$ cat src/rtl/fpseq_pkg.sv
// Shared types and constants for the fpadd_sequencer slice.
package fpseq_pkg;

  localparam int FP_W = 32;
  localparam logic [FP_W-1:0] FP_QNAN = 32'h7FC0_0000;

  typedef enum logic [2:0] {
    S_IDLE,
    S_FETCH,
    S_LOAD,
    S_ISSUE,
    S_WAIT,
    S_SHOW,
    S_DONE
  } state_t;

endpackage

$ cat src/rtl/fpseq_timer.sv
// Loadable down-counter that stops at zero. Terminal count is high whenever
// the count is zero.
module fpseq_timer #(
  parameter int W = 8
) (
  input  logic         clk,
  input  logic         rst,
  input  logic         i_clr,
  input  logic         i_load,
  input  logic [W-1:0] i_load_val,
  input  logic         i_en,
  output logic         o_tc
);

  logic [W-1:0] r_cnt;

  always_ff @(posedge clk or negedge rst) begin
    if (!rst)                      r_cnt <= '0;
    else if (i_clr)                r_cnt <= '0;
    else if (i_load)               r_cnt <= i_load_val;
    else if (i_en && r_cnt != '0)  r_cnt <= r_cnt - W'(1);
  end

  assign o_tc = (r_cnt == '0);

endmodule

$ cat src/rtl/fpadd_sequencer.sv
// Steps through an operand ROM, issues each pair to an external FP adder and
// holds every result on the display outputs. Define FPSEQ_LOOP_EN to loop forever.
module fpadd_sequencer
  import fpseq_pkg::*;
#(
  parameter  int NUM     = 10,
  parameter  int DWELL   = 50_000_000,
  parameter  int TIMEOUT = 64,
  localparam int AW      = (NUM > 1) ? $clog2(NUM) : 1
) (
  input  logic            clk,
  input  logic            rst,
  input  logic            start,
  output logic [AW-1:0]   rom_addr,
  input  logic [FP_W-1:0] rom_a,
  input  logic [FP_W-1:0] rom_b,
  output logic            add_valid,
  output logic [FP_W-1:0] add_a,
  output logic [FP_W-1:0] add_b,
  input  logic            add_res_valid,
  input  logic [FP_W-1:0] add_res,
  output logic [FP_W-1:0] disp_data,
  output logic [AW-1:0]   disp_idx,
  output logic            busy,
  output logic            done,
  output logic            err,
  output state_t          dbg_state
);

  // Adder handshake: add_valid is a single-cycle issue strobe with add_a/add_b
  // held until the result is taken; add_res_valid is sampled only in WAIT.
  localparam int DW = (DWELL > 1) ? $clog2(DWELL) : 1;
  localparam int TW = (TIMEOUT > 1) ? $clog2(TIMEOUT) : 1;

  state_t            r_state, w_state_nx;
  logic [AW-1:0]     r_idx, r_disp_idx;
  logic [FP_W-1:0]   r_add_a, r_add_b, r_disp_data;
  logic              r_err;
  logic              w_last, w_dw_tc, w_to_tc;
  logic              w_run_start, w_latch, w_res_take, w_timeout, w_advance;
  logic              w_to_load, w_to_en, w_dw_load, w_dw_en, w_tmr_clr;

  assign w_last = (r_idx == AW'(NUM - 1));

  always_ff @(posedge clk or negedge rst) begin
    if (!rst) r_state <= S_IDLE;
    else      r_state <= w_state_nx;
  end

  always_comb begin
    w_state_nx = r_state;
    case (r_state)
      S_IDLE, S_DONE: if (start) w_state_nx = S_FETCH;
      S_FETCH:        w_state_nx = S_LOAD;
      S_LOAD:         w_state_nx = S_ISSUE;
      S_ISSUE:        w_state_nx = S_WAIT;
      S_WAIT:         if (add_res_valid || w_to_tc) w_state_nx = S_SHOW;
      S_SHOW: begin
        if (w_dw_tc) begin
`ifdef FPSEQ_LOOP_EN
          w_state_nx = S_FETCH;
`else
          w_state_nx = w_last ? S_DONE : S_FETCH;
`endif
        end
      end
      default:        w_state_nx = S_IDLE;
    endcase
  end

  always_comb begin
    add_valid   = (r_state == S_ISSUE);
    busy        = (r_state != S_IDLE) && (r_state != S_DONE);
    w_tmr_clr   = !busy;
    w_run_start = !busy && start;
    w_latch     = (r_state == S_LOAD);
    w_res_take  = (r_state == S_WAIT) && add_res_valid;
    // A result arriving on the expiry cycle takes priority over the timeout.
    w_timeout   = (r_state == S_WAIT) && !add_res_valid && w_to_tc;
    w_advance   = (r_state == S_SHOW) && w_dw_tc;
    w_to_load   = (r_state == S_ISSUE);
    w_to_en     = (r_state == S_WAIT);
    w_dw_load   = w_res_take || w_timeout;
    w_dw_en     = (r_state == S_SHOW);
  end

  always_ff @(posedge clk or negedge rst) begin
    if (!rst) begin
      r_idx       <= '0;
      r_add_a     <= '0;
      r_add_b     <= '0;
      r_disp_data <= '0;
      r_disp_idx  <= '0;
      r_err       <= 1'b0;
    end else begin
      if (w_run_start) begin
        r_idx <= '0;
        r_err <= 1'b0;
      end else if (w_advance && !w_last) begin
        r_idx <= r_idx + AW'(1);
      end
`ifdef FPSEQ_LOOP_EN
      else if (w_advance) begin
        r_idx <= '0;
      end
`endif
      if (w_latch) begin
        r_add_a <= rom_a;
        r_add_b <= rom_b;
      end
      if (w_res_take) begin
        r_disp_data <= add_res;
        r_disp_idx  <= r_idx;
      end else if (w_timeout) begin
        r_disp_data <= FP_QNAN;
        r_disp_idx  <= r_idx;
        r_err       <= 1'b1;
      end
    end
  end

`ifdef FPSEQ_LOOP_EN
  assign done = 1'b0;
`else
  logic r_done;
  always_ff @(posedge clk or negedge rst) begin
    if (!rst) r_done <= 1'b0;
    else      r_done <= w_advance && w_last;
  end
  assign done = r_done;
`endif

  fpseq_timer #(.W(DW)) u_dwell (
    .clk        (clk),
    .rst        (rst),
    .i_clr      (w_tmr_clr),
    .i_load     (w_dw_load),
    .i_load_val (DW'(DWELL - 1)),
    .i_en       (w_dw_en),
    .o_tc       (w_dw_tc)
  );

  fpseq_timer #(.W(TW)) u_timeout (
    .clk        (clk),
    .rst        (rst),
    .i_clr      (w_tmr_clr),
    .i_load     (w_to_load),
    .i_load_val (TW'(TIMEOUT - 1)),
    .i_en       (w_to_en),
    .o_tc       (w_to_tc)
  );

  assign rom_addr  = r_idx;
  assign add_a     = r_add_a;
  assign add_b     = r_add_b;
  assign disp_data = r_disp_data;
  assign disp_idx  = r_disp_idx;
  assign err       = r_err;
  assign dbg_state = r_state;

endmodule

$ cat config.mk
export PLATFORM = sky130hd
export DESIGN_NAME = fpadd_sequencer
export DESIGN_NICKNAME = d
export VERILOG_FILES = /design/src/rtl/fpseq_pkg.sv /design/src/rtl/fpseq_timer.sv /design/src/rtl/fpadd_sequencer.sv
export SDC_FILE = /design/constraint.sdc
export NUM_CORES = 1
export LEC_CHECK = 0
export CAP_MARGIN = 20
export CORE_ASPECT_RATIO = 1.2
export CORE_MARGIN = 2
export CORE_UTILIZATION = 30
export CTS_CLUSTER_DIAMETER = 150
export DETAILED_ROUTE_END_ITERATION = 16
export PLACE_DENSITY = 0.61
export SYNTH_ARGS = -nofsm -noshare
export SYNTH_HDL_FRONTEND = slang
export SYNTH_HIERARCHICAL = 1
export SYNTH_SLANG_ARGS = --single-unit
$ cat constraint.sdc
create_clock -name clk -period 2.8 [get_ports clk]
set_input_delay 0.56 -clock clk [delete_from_list [all_inputs] [get_ports clk]]
set_output_delay 0.56 -clock clk [all_outputs]
set_load 0.01 [all_outputs]
# [Word level (Yosys, flattened, before mapping)]
# Cells that the tools add are included.
[classes] n_addsub=3 div_mod_pow=0 n_eq_ne=13 reduce_logical=25 n_lt_le_gt_ge=0 shift=0 mux=20 n_bitwise=0 n_mul=0
[ops] cell="$mux W26" n=3
[ops] cell="$mux W32" n=2
[ops] cell="$logic_not A26 Y1" n=1
[ops] cell="$reduce_bool A26 Y1" n=1
[ops] cell="$sub A26 B1 Y26 const B" n=1
[ops] cell="$mux W6" n=3
[ops] cell="$pmux W3 S6" n=1
[ops] cell="$mux W4" n=4
[ops] cell="$mux W3" n=4
[ops] cell="$logic_and A1 B1 Y1" n=10
[ops] cell="$eq A3 B3 Y1 const B" n=3
[ops] cell="$eq A3 B2 Y1 const B" n=2
[ops] cell="$logic_not A6 Y1" n=1
[ops] cell="$ne A2 B2 Y1 const B" n=3
[ops] cell="$reduce_bool A6 Y1" n=1
[ops] cell="$sub A6 B1 Y6 const B" n=1
[ops] cell="$add A4 B1 Y4 const B" n=1
[ops] cell="$eq A4 B4 Y1 const B" n=1
[ops] cell="$reduce_bool A2 Y1" n=2
[ops] cell="$eq A3 B1 Y1 const B" n=1
[ops] cell="$logic_not A1 Y1" n=3
[ops] cell="$logic_not A3 Y1" n=1
[ops] cell="$mux W1" n=3
[ops] cell="$ne A3 B1 Y1 const B" n=1
[ops] cell="6 further kinds" n=7
[word_totals] ram_bits=0 elab_cells=71 inputBits=100 reg_bits=141 memories=0 out_inout_bits=111 mem_bits_ro=0 latchBits=0

# [Logic depth before layout (Yosys ltp)]
# Gate-level depths: netlist of the first run.
[depth] word_depth=7 mapped_depth=11 depth_no_buf=9

# [Modules after synthesis]
# Netlist of the first run, hierarchy kept.
[by_module_without_submodules] mod="fpadd_sequencer" seq_area_each_um2=2727.6 n_inst=1 cells_per_inst=294 area_each_um2=4324.1
[by_module_without_submodules] mod="fpseq_timer (u_dwell)" seq_area_each_um2=650.6 n_inst=1 cells_per_inst=194 area_each_um2=1775.5
[by_module_without_submodules] mod="fpseq_timer (u_timeout)" seq_area_each_um2=150.1 n_inst=1 cells_per_inst=53 area_each_um2=462.9

# [Least setup slack after synthesis of the first run]
# No wires, ideal clock.
[synth_path] path_kind="flip-flop to flip-flop" from="register r_state[2] (netlist: dbg_state[2])" to="register u_dwell.r_cnt[17]" synth_period_minus_slack_ps=2536 t_arrival_ps=2415 path_buffers=2 path_slack_ps=264 stages_incl_launch_ff=9 setup_time_ps=122 path_cell_list="dfrtp_1 > buf_2 > nor2b_1 > and2_1 > or3b_2 > a2111oi_2 > buf_4 > a211oi_1 > a2111oi_1"
[synth_rtl] element="from (decl)" line_no="fpadd_sequencer.sv:35" text="state_t r_state, w_state_nx;"
[synth_rtl] element="from (signal assigned)" line_no="fpadd_sequencer.sv:47" text="else r_state <= w_state_nx;"
[synth_rtl] element="$eq A3 B3 Y1" line_no="fpadd_sequencer.sv:84" text="w_dw_en = (r_state == S_SHOW);"
[synth_rtl] element="named net w_dw_en" line_no="fpadd_sequencer.sv:41" text="logic w_to_load, w_to_en, w_dw_load, w_dw_en, w_tmr_clr;"
[synth_rtl] element="$logic_and A1 B1 Y1" line_no="fpseq_timer.sv:21" text="else if (i_en && r_cnt != '0) r_cnt <= r_cnt - W'(1);"
[synth_rtl] element="$ne A3 B1 Y1 (no line)"
[synth_rtl] element="to (signal assigned)" line_no="fpseq_timer.sv:20" text="else if (i_load) r_cnt <= i_load_val;"
[synth_rtl] element="to (signal assigned)" line_no="fpseq_timer.sv:21"
[synth_rtl] element="to (decl)" line_no="fpseq_timer.sv:15" text="logic [W-1:0] r_cnt;"
# The timed path passes the listed nets, and every way through them passes these cells.
# A chain may end at the register's enable or synchronous reset.

# [Worst setup path after layout of the first run]
[layout_path] from="register r_state[1] (netlist: dbg_state[1])" to="output port add_valid"
[layout_between] elab_chain_cells=1
[layout_lines] element="$eq A3 B2 Y1" line_no="fpadd_sequencer.sv:72" text="add_valid = (r_state == S_ISSUE);"
[layout_lines] element="to (decl)" line_no="fpadd_sequencer.sv:17" text="output logic add_valid,"
# No other way between the ends.

==> results.toml, run 1 <==
[outcome]
status = "finished, final reports clean"

[floorplanning]
die_h_um = 166
die_w_um = 139
coreArea_sq_um = 21600
rows = 59
die_area_sq_um = 23100
start_util = 0.304
ioPinCount = 211

[yosys]
ys_ff_latch = 141
synth_warnings = 6
async_flop_share = 1.00
syn_area_sq_um = 6560
ys.flop_type = "dfrtp_1"
syn-mean-instance-area_sq_um = 12.1
yosysSeqAreaShare = 0.538
ys_types = 72
syn_inst = 541
synth_edf_count = 0

[routing]
ant_nets = 0
wl_met2_um = 8890
drc_errors = 0
wl_met1_um = 7930
dr.pass1.iters = 4
wl_per_cell_um = 16.6
drt-initial-drc-count = 239
wl_um = 17900
highest_layer = "met4"
vias_per_cell = 4.72
vias = 5087
wl_met3_um = 952

[power_and_ir_drop]
p_sw_frac = 0.344
pwr-share-seq = 0.318
netSwitchingPower_mw = 3.69
p_int_mw = 7.05
p_per_area_nw_per_um2 = 1110
finalPower_mw = 10.7
clockPowerShare = 0.216
power.leakage_nw = 4.10
combinationalPowerShare = 0.466
ir_drop_v = 0.000559

[timing]
max_clock_freq_mhz = 399
setup-tns-final_ns = 0
rsz0062_at_grt = "false"
worst_slack_ns = 0.295
fin_crit_ns = 2.50
hold_viol_final = 0
relSlewSlack = 0.591
slew_viol_final = 0
finalSetupViolations = 0
max_slew.worst_pin.slew_ns = 0.614
hold_slack_ns = 0.116
period_share = 0.894
skew_ns = 0.0102

[clock_network]
clock_latency_ns = 0.41
postCtsSetupBuffers = 0
hold_buffers = 0
cts_tree = "yes"
ctsRootBufferMaster = "clkbuf_16"
clockBufferDepth = 2
cts_made_buffers = 17
clk_pin_slew_ns = 0.07
post_cts_resized = 0
htree_levels = 4
clkSinkCount = 141

[global_routing]
grt_pass1_vias = 5030
grt_pass1_wl_um = 28700
grt_usage = 0.155
grt.overflow.total = 0
grt_max_degree = 61
antenna_found_initial = 0

[final_layout]
multiInputGateArea_sq_um = 2800
fin_util = 0.450
synthToLayoutAreaGrowth_pct = 47.6
regArea_sq_um = 3530
n_antenna_cell = 0
drive_gt1_frac = 0.184
layout.nets = 896
n_fill_cell = 2024

[setup_path]
crit_type = "reg -> out"
end_kind = "primary output"
crit_required_ns = 2.24
worstPathCellList = "buf_4, nor2b_2, and2_1, clkdlybuf4s50_1"
slowest_delay_ns = 0.55
cp-start-kind = "flop"
cp_slowest_cell = "clkdlybuf4s50_1"
critPathArrivalTime_ns = 1.94
cp_max_fo = 11

[run]
maxCapViolations = 0

[placement]
dp_hpwl_um = 12900
post-place-ws_ns = 0.470
port_buffers = 210
gp_congestion = 0.802

[min_path]
hold_class = "in -> async"
-- cell families (layout without fill, tap and decap cells) --
logic type | after synthesis | count (layout) | share of synthesized area
AO/OA/AOI/OAI | 107 | 107 | 0.129
XOR/XNOR | 14 | 14 | 0.0187
adder cells (fa/ha/maj) | 5 | 5 | 0.00953
buffers and inverters | 55 | 287 | 0.0534
flip-flops | 141 | 141 | 0.538
multiplexers | 68 | 68 | 0.117
other | 2 | 32 | 0.00114
AND/OR/NAND/NOR | 149 | 149 | 0.134
-- layout by cell type, fill, tap and decap left out, drive strengths merged, types with 3 or more instances in the layout --
cell type / synthesis / final
a2111oi: 7 / 7
a211oi: 19 / 19
a21oi: 11 / 11
a221oi: 3 / 3
a22o: 23 / 23
a311oi: 3 / 3
and2: 5 / 5
and4: 8 / 8
buf: 22 / 24
clkbuf: 9 / 19
clkdlybuf4s50: 0 / 209
conb: 2 / 32
dfrtp: 141 / 141
ha: 5 / 5
inv: 23 / 29
mux2: 68 / 68
nand2: 28 / 28
nand3: 12 / 12
nand3b: 3 / 3
nand4: 4 / 4
nor2: 35 / 35
nor2b: 5 / 5
nor3: 12 / 12
nor3b: 4 / 4
nor4: 7 / 7
o2111ai: 3 / 3
o21a: 4 / 4
o21ai: 14 / 14
o31a: 3 / 3
or3: 5 / 5
or4: 4 / 4
xnor2: 7 / 7
xor2: 7 / 7
-- routing by layer --
metal | GRT usage | vias up
li1 | - | 2447
met3 | 0.0384 | 8
met4 | 0.0329 | 0
met2 | 0.261 | 172
met5 | 0 | -
met1 | 0.204 | 2460
-- cell usage after synthesis, drive strengths merged (3+ instances only) --
master / n / area share
dfrtp: 141 / 0.54
mux2: 68 / 0.12
nor2: 35 / 0.020
nand2: 28 / 0.016
a22o: 23 / 0.031
inv: 23 / 0.013
buf: 22 / 0.030
a211oi: 19 / 0.022
o21ai: 14 / 0.011
nand3: 12 / 0.0092
nor3: 12 / 0.011
a21oi: 11 / 0.0084
clkbuf: 9 / 0.0088
and4: 8 / 0.011
a2111oi: 7 / 0.013
nor4: 7 / 0.0067
xnor2: 7 / 0.0093
xor2: 7 / 0.0093
and2: 5 / 0.0048
ha: 5 / 0.0095
nor2b: 5 / 0.0051
or3: 5 / 0.0057
nand4: 4 / 0.0038
nor3b: 4 / 0.0063
o21a: 4 / 0.0046
or4: 4 / 0.0057
a221oi: 3 / 0.0040
a311oi: 3 / 0.0040
nand3b: 3 / 0.0034
o2111ai: 3 / 0.0040
o31a: 3 / 0.0040
-- power by group through the flow --
stage	Clock, mW	Combinational, mW	Sequential [mW]
5_1_grt	2.48	5.39	3.55
2_1_floorplan	0	2.50	3.75
4_1_cts	2.39	5.06	3.42
3_3_place_gp	0	5.02	3.42
3_5_place_dp	0	5.04	3.46
6_report	2.32	5.00	3.42
-- cell type report --
class	instances	share of cell area
Clock buffer	19	0.0467
Clock inverter	12	0.0155
Inverter	23	0.00891
Multi-Input combinational cell	375	0.289
Sequential cell	141	0.364
Tap cell	274	0.0354
Timing Repair Buffer	233	0.240
-- worst max-delay path: cells and delay by family, from the launching register on --
| kind | cells | cell delay [ns] |
|---|---|---|
| buf+inv | 2 | 0.74 |
| flops | 1 | 0.35 |
| simple gates | 2 | 0.44 |
-- worst paths after layout --
| check | start | end | slack, ns | depth (start not counted) |
|---|---|---|---|---|
| min in group clk | disp_data[27] | disp_data[27] | 0.50 | 2 |
| worst max register to register | dbg_state[1] | u_dwell/r_cnt[17] | 0.47 | 7 |
| worst max-delay path | dbg_state[1] | add_valid | 0.30 | 4 |
| worst min register to register | disp_data[27] | disp_data[27] | 0.50 | 2 |
| worst min-delay path | rst | u_timeout/r_cnt[2] | 0.12 | 1 |
| max in group asynchronous | rst | disp_data[19] | 2.01 | 2 |
-- metrics by stage --
| step | std cells | cell area [sq um] |
|---|---|---|
| after detailed placement | 1046 | 9090 |
| after floorplan | 571 | 6680 |
| after global placement | 1046 | 9090 |
| final | 1077 | 9690 |
| after global routing | 1077 | 9690 |
| after CTS | 1077 | 9690 |
-- sequential cells by signal (all words and copies together) (netlist names) --
signal	count
dbg_state	3
u_timeout/r_cnt	6
err	1
disp_data	32
add_a	32
rom_addr	4
disp_idx	4
add_b	32
done	1
u_dwell/r_cnt	26
(Power assumes the default switching activity.)
==> inputs of run 2 (changes only) <==
--- a/config.mk
+++ b/config.mk
@@ -11,7 +11,8 @@
 export CORE_UTILIZATION = 30
 export CTS_CLUSTER_DIAMETER = 150
 export DETAILED_ROUTE_END_ITERATION = 16
-export PLACE_DENSITY = 0.61
+export DONT_BUFFER_PORTS = 1
+export PLACE_DENSITY = 0.49
 export SYNTH_ARGS = -nofsm -noshare
 export SYNTH_HDL_FRONTEND = slang
 export SYNTH_HIERARCHICAL = 1
==> run 2 against run 1 <==
Net effect:
- the run now ends with negative hold slack left
- clock skew grew 0.0060 ns
- power shrank 15%
- clock power shrank 3%
- count of clock-buffer cells in the layout shrank 1
- first-iteration DRC count shrank 8.8%
- flip-flop and latch count is the same
- wire length shrank 9.3%
- combinational power shrank 42%
- maximum frequency grew 1.0%
- die area is the same
- critical path type is now reg -> reg
- highest routed layer unchanged
==> results.toml, run 2 (same netlist as run 1, synthesis figures left out) <==
[global_routing]
antenna_found_initial = 0
grt_usage = 0.142
grt_pass1_wl_um = 25700
grt.overflow.total = 0
grt_pass1_vias = 4433
grt_max_degree = 142

[min_path]
hold_class = "in -> async"

[setup_path]
worstPathCellList = "nor2b_1, and2_1, or3b_2, a2111oi_2, buf_4, a211oi_1, a2111oi_1"
r2r_end = "u_dwell/r_cnt[17]"
slowest_delay_ns = 0.53
rr_worst_depth = 7
r2r_start = "dbg_state[1]"
cp_slowest_cell = "or3b_2"
crit_required_ns = 3.10
startpoint = "dbg_state[1]"
critPathArrivalTime_ns = 2.78
crit_path_end = "u_dwell/r_cnt[17]"
cp_max_fo = 11
cp-start-kind = "flop"
crit_type = "reg -> reg"
end_kind = "flop"
worst-r2r-setup-slack_ns = 0.32

[timing]
max_clock_freq_mhz = 403
hold_slack_ns = -0.161
rsz0062_at_grt = "false"
max_slew.worst_pin.slew_ns = 0.795
relSlewSlack = 0.468
setup-tns-final_ns = 0
hold_viol_final = 141
skew_ns = 0.0162
slew_viol_final = 0
finalSetupViolations = 0
period_share = 0.885
fin_crit_ns = 2.48

[outcome]
violations = "negative hold slack"
status = "complete, but fails checks"

[clock_network]
htree_levels = 4
clockBufferDepth = 2
clk_pin_slew_ns = 0.07
clkSinkCount = 141
postCtsSetupBuffers = 0
cts_made_buffers = 17
cts_tree = "yes"
post_cts_resized = 0
ctsRootBufferMaster = "clkbuf_16"
clock_latency_ns = 0.43

[final_layout]
n_antenna_cell = 0
synthToLayoutAreaGrowth_pct = 13.8
fin_area_sq_um = 7470
layout.cells.most_common_list = "141 x dfrtp_1, 68 x mux2_2, 35 x nor2_1"
final_common_cell = "dfrtp_1"
drive_gt1_frac = 0.239
layout.nets = 678

[floorplanning]
coreArea_sq_um = 21600
rows = 59
ioPinCount = 211
start_util = 0.304
die_h_um = 166
die_area_sq_um = 23100
die_w_um = 139

[placement]
port_buffers = 0
gp_congestion = 0.802
dp_hpwl_um = 11600
placed_cell_area_sq_um = 6890

[power_and_ir_drop]
netSwitchingPower_mw = 3.50
clockPowerShare = 0.247
p_sw_frac = 0.384
pwr-share-seq = 0.432
ir_drop_v = 0.000650
combinationalPowerShare = 0.321
p_int_mw = 5.61
p_per_area_nw_per_um2 = 1220
power.leakage_nw = 3.24

[routing]
drt-initial-drc-count = 218
wl_um = 16200
vias_per_cell = 5.10
drc_errors = 0
wl_per_cell_um = 18.8
ant_nets = 0
dr.pass1.iters = 4
vias = 4386

[run]
maxCapViolations = 0
[run 2: changes by cell type in the layout (fill, tap and decap cells not counted), sizes merged]
cell | before | now
bufinv | 2 | 1
clkdlybuf4s50 | 209 | 0
buf | 24 | 15
clkbuf | 19 | 18
clkinv | 2 | 4
inv | 29 | 32
clkinvlp | 2 | 0
[run 2: power groups by stage]
stage / clock [mW] / combinational (mW) / sequential (mW)
2_1_floorplan: 0 / 2.50 / 3.75
3_3_place_gp: 0 / 2.84 / 3.98
3_5_place_dp: 0 / 2.95 / 3.99
4_1_cts: 2.31 / 2.96 / 3.96
5_1_grt: 2.42 / 3.25 / 4.05
6_report: 2.25 / 2.92 / 3.94
[run 2: worst min path at each step]
| stage | from | end | slack [ns] |
|---|---|---|---|
| after floorplan | rst | add_a[0] | 0.26 |
| after global placement | rst | done | 0.28 |
| after detailed placement | rst | u_dwell/r_cnt[9] | 0.28 |
| after CTS | rst | u_dwell/r_cnt[9] | -0.18 |
| after global routing | rst | u_dwell/r_cnt[9] | -0.19 |
| final | rst | u_dwell/r_cnt[9] | -0.16 |
[run 2: cell type report]
class	count	area [sq um]
Tap cell	274	343
Multi-Input combinational cell	375	2800
Clock inverter	14	146
Inverter	23	86.3
Fill cell	2090	14100
Sequential cell	141	3530
Clock buffer	18	439
Timing Repair Buffer	15	125
[run 2: per-layer routing]
layer	vias up	routed length (um)	track usage
li1	2016	-	-
met1	2174	6270	0.158
met5	-	0	0
met3	26	1280	0.0565
met2	170	8300	0.245
met4	0	348	0.0540
[run 2: worst max-delay path: cells and delay by family (launching register included)]
kind,cells,cell delay (ns)
AOI/OAI and AO/OA,3,0.69
buffers and inverters,1,0.22
DFF,1,0.37
and+or+nand+nor,3,1.08
[run 2: through the flow]
stage	power [mW]	util	instances	setup WS, ns
floorplan	6.25	-	571	0.264
detailed placement	6.94	0.319	828	0.323
CTS	9.23	0.347	860	0.304
finish	9.11	0.347	860	0.321
global placement	6.82	0.319	828	0.383
global route	9.71	0.347	860	0.100
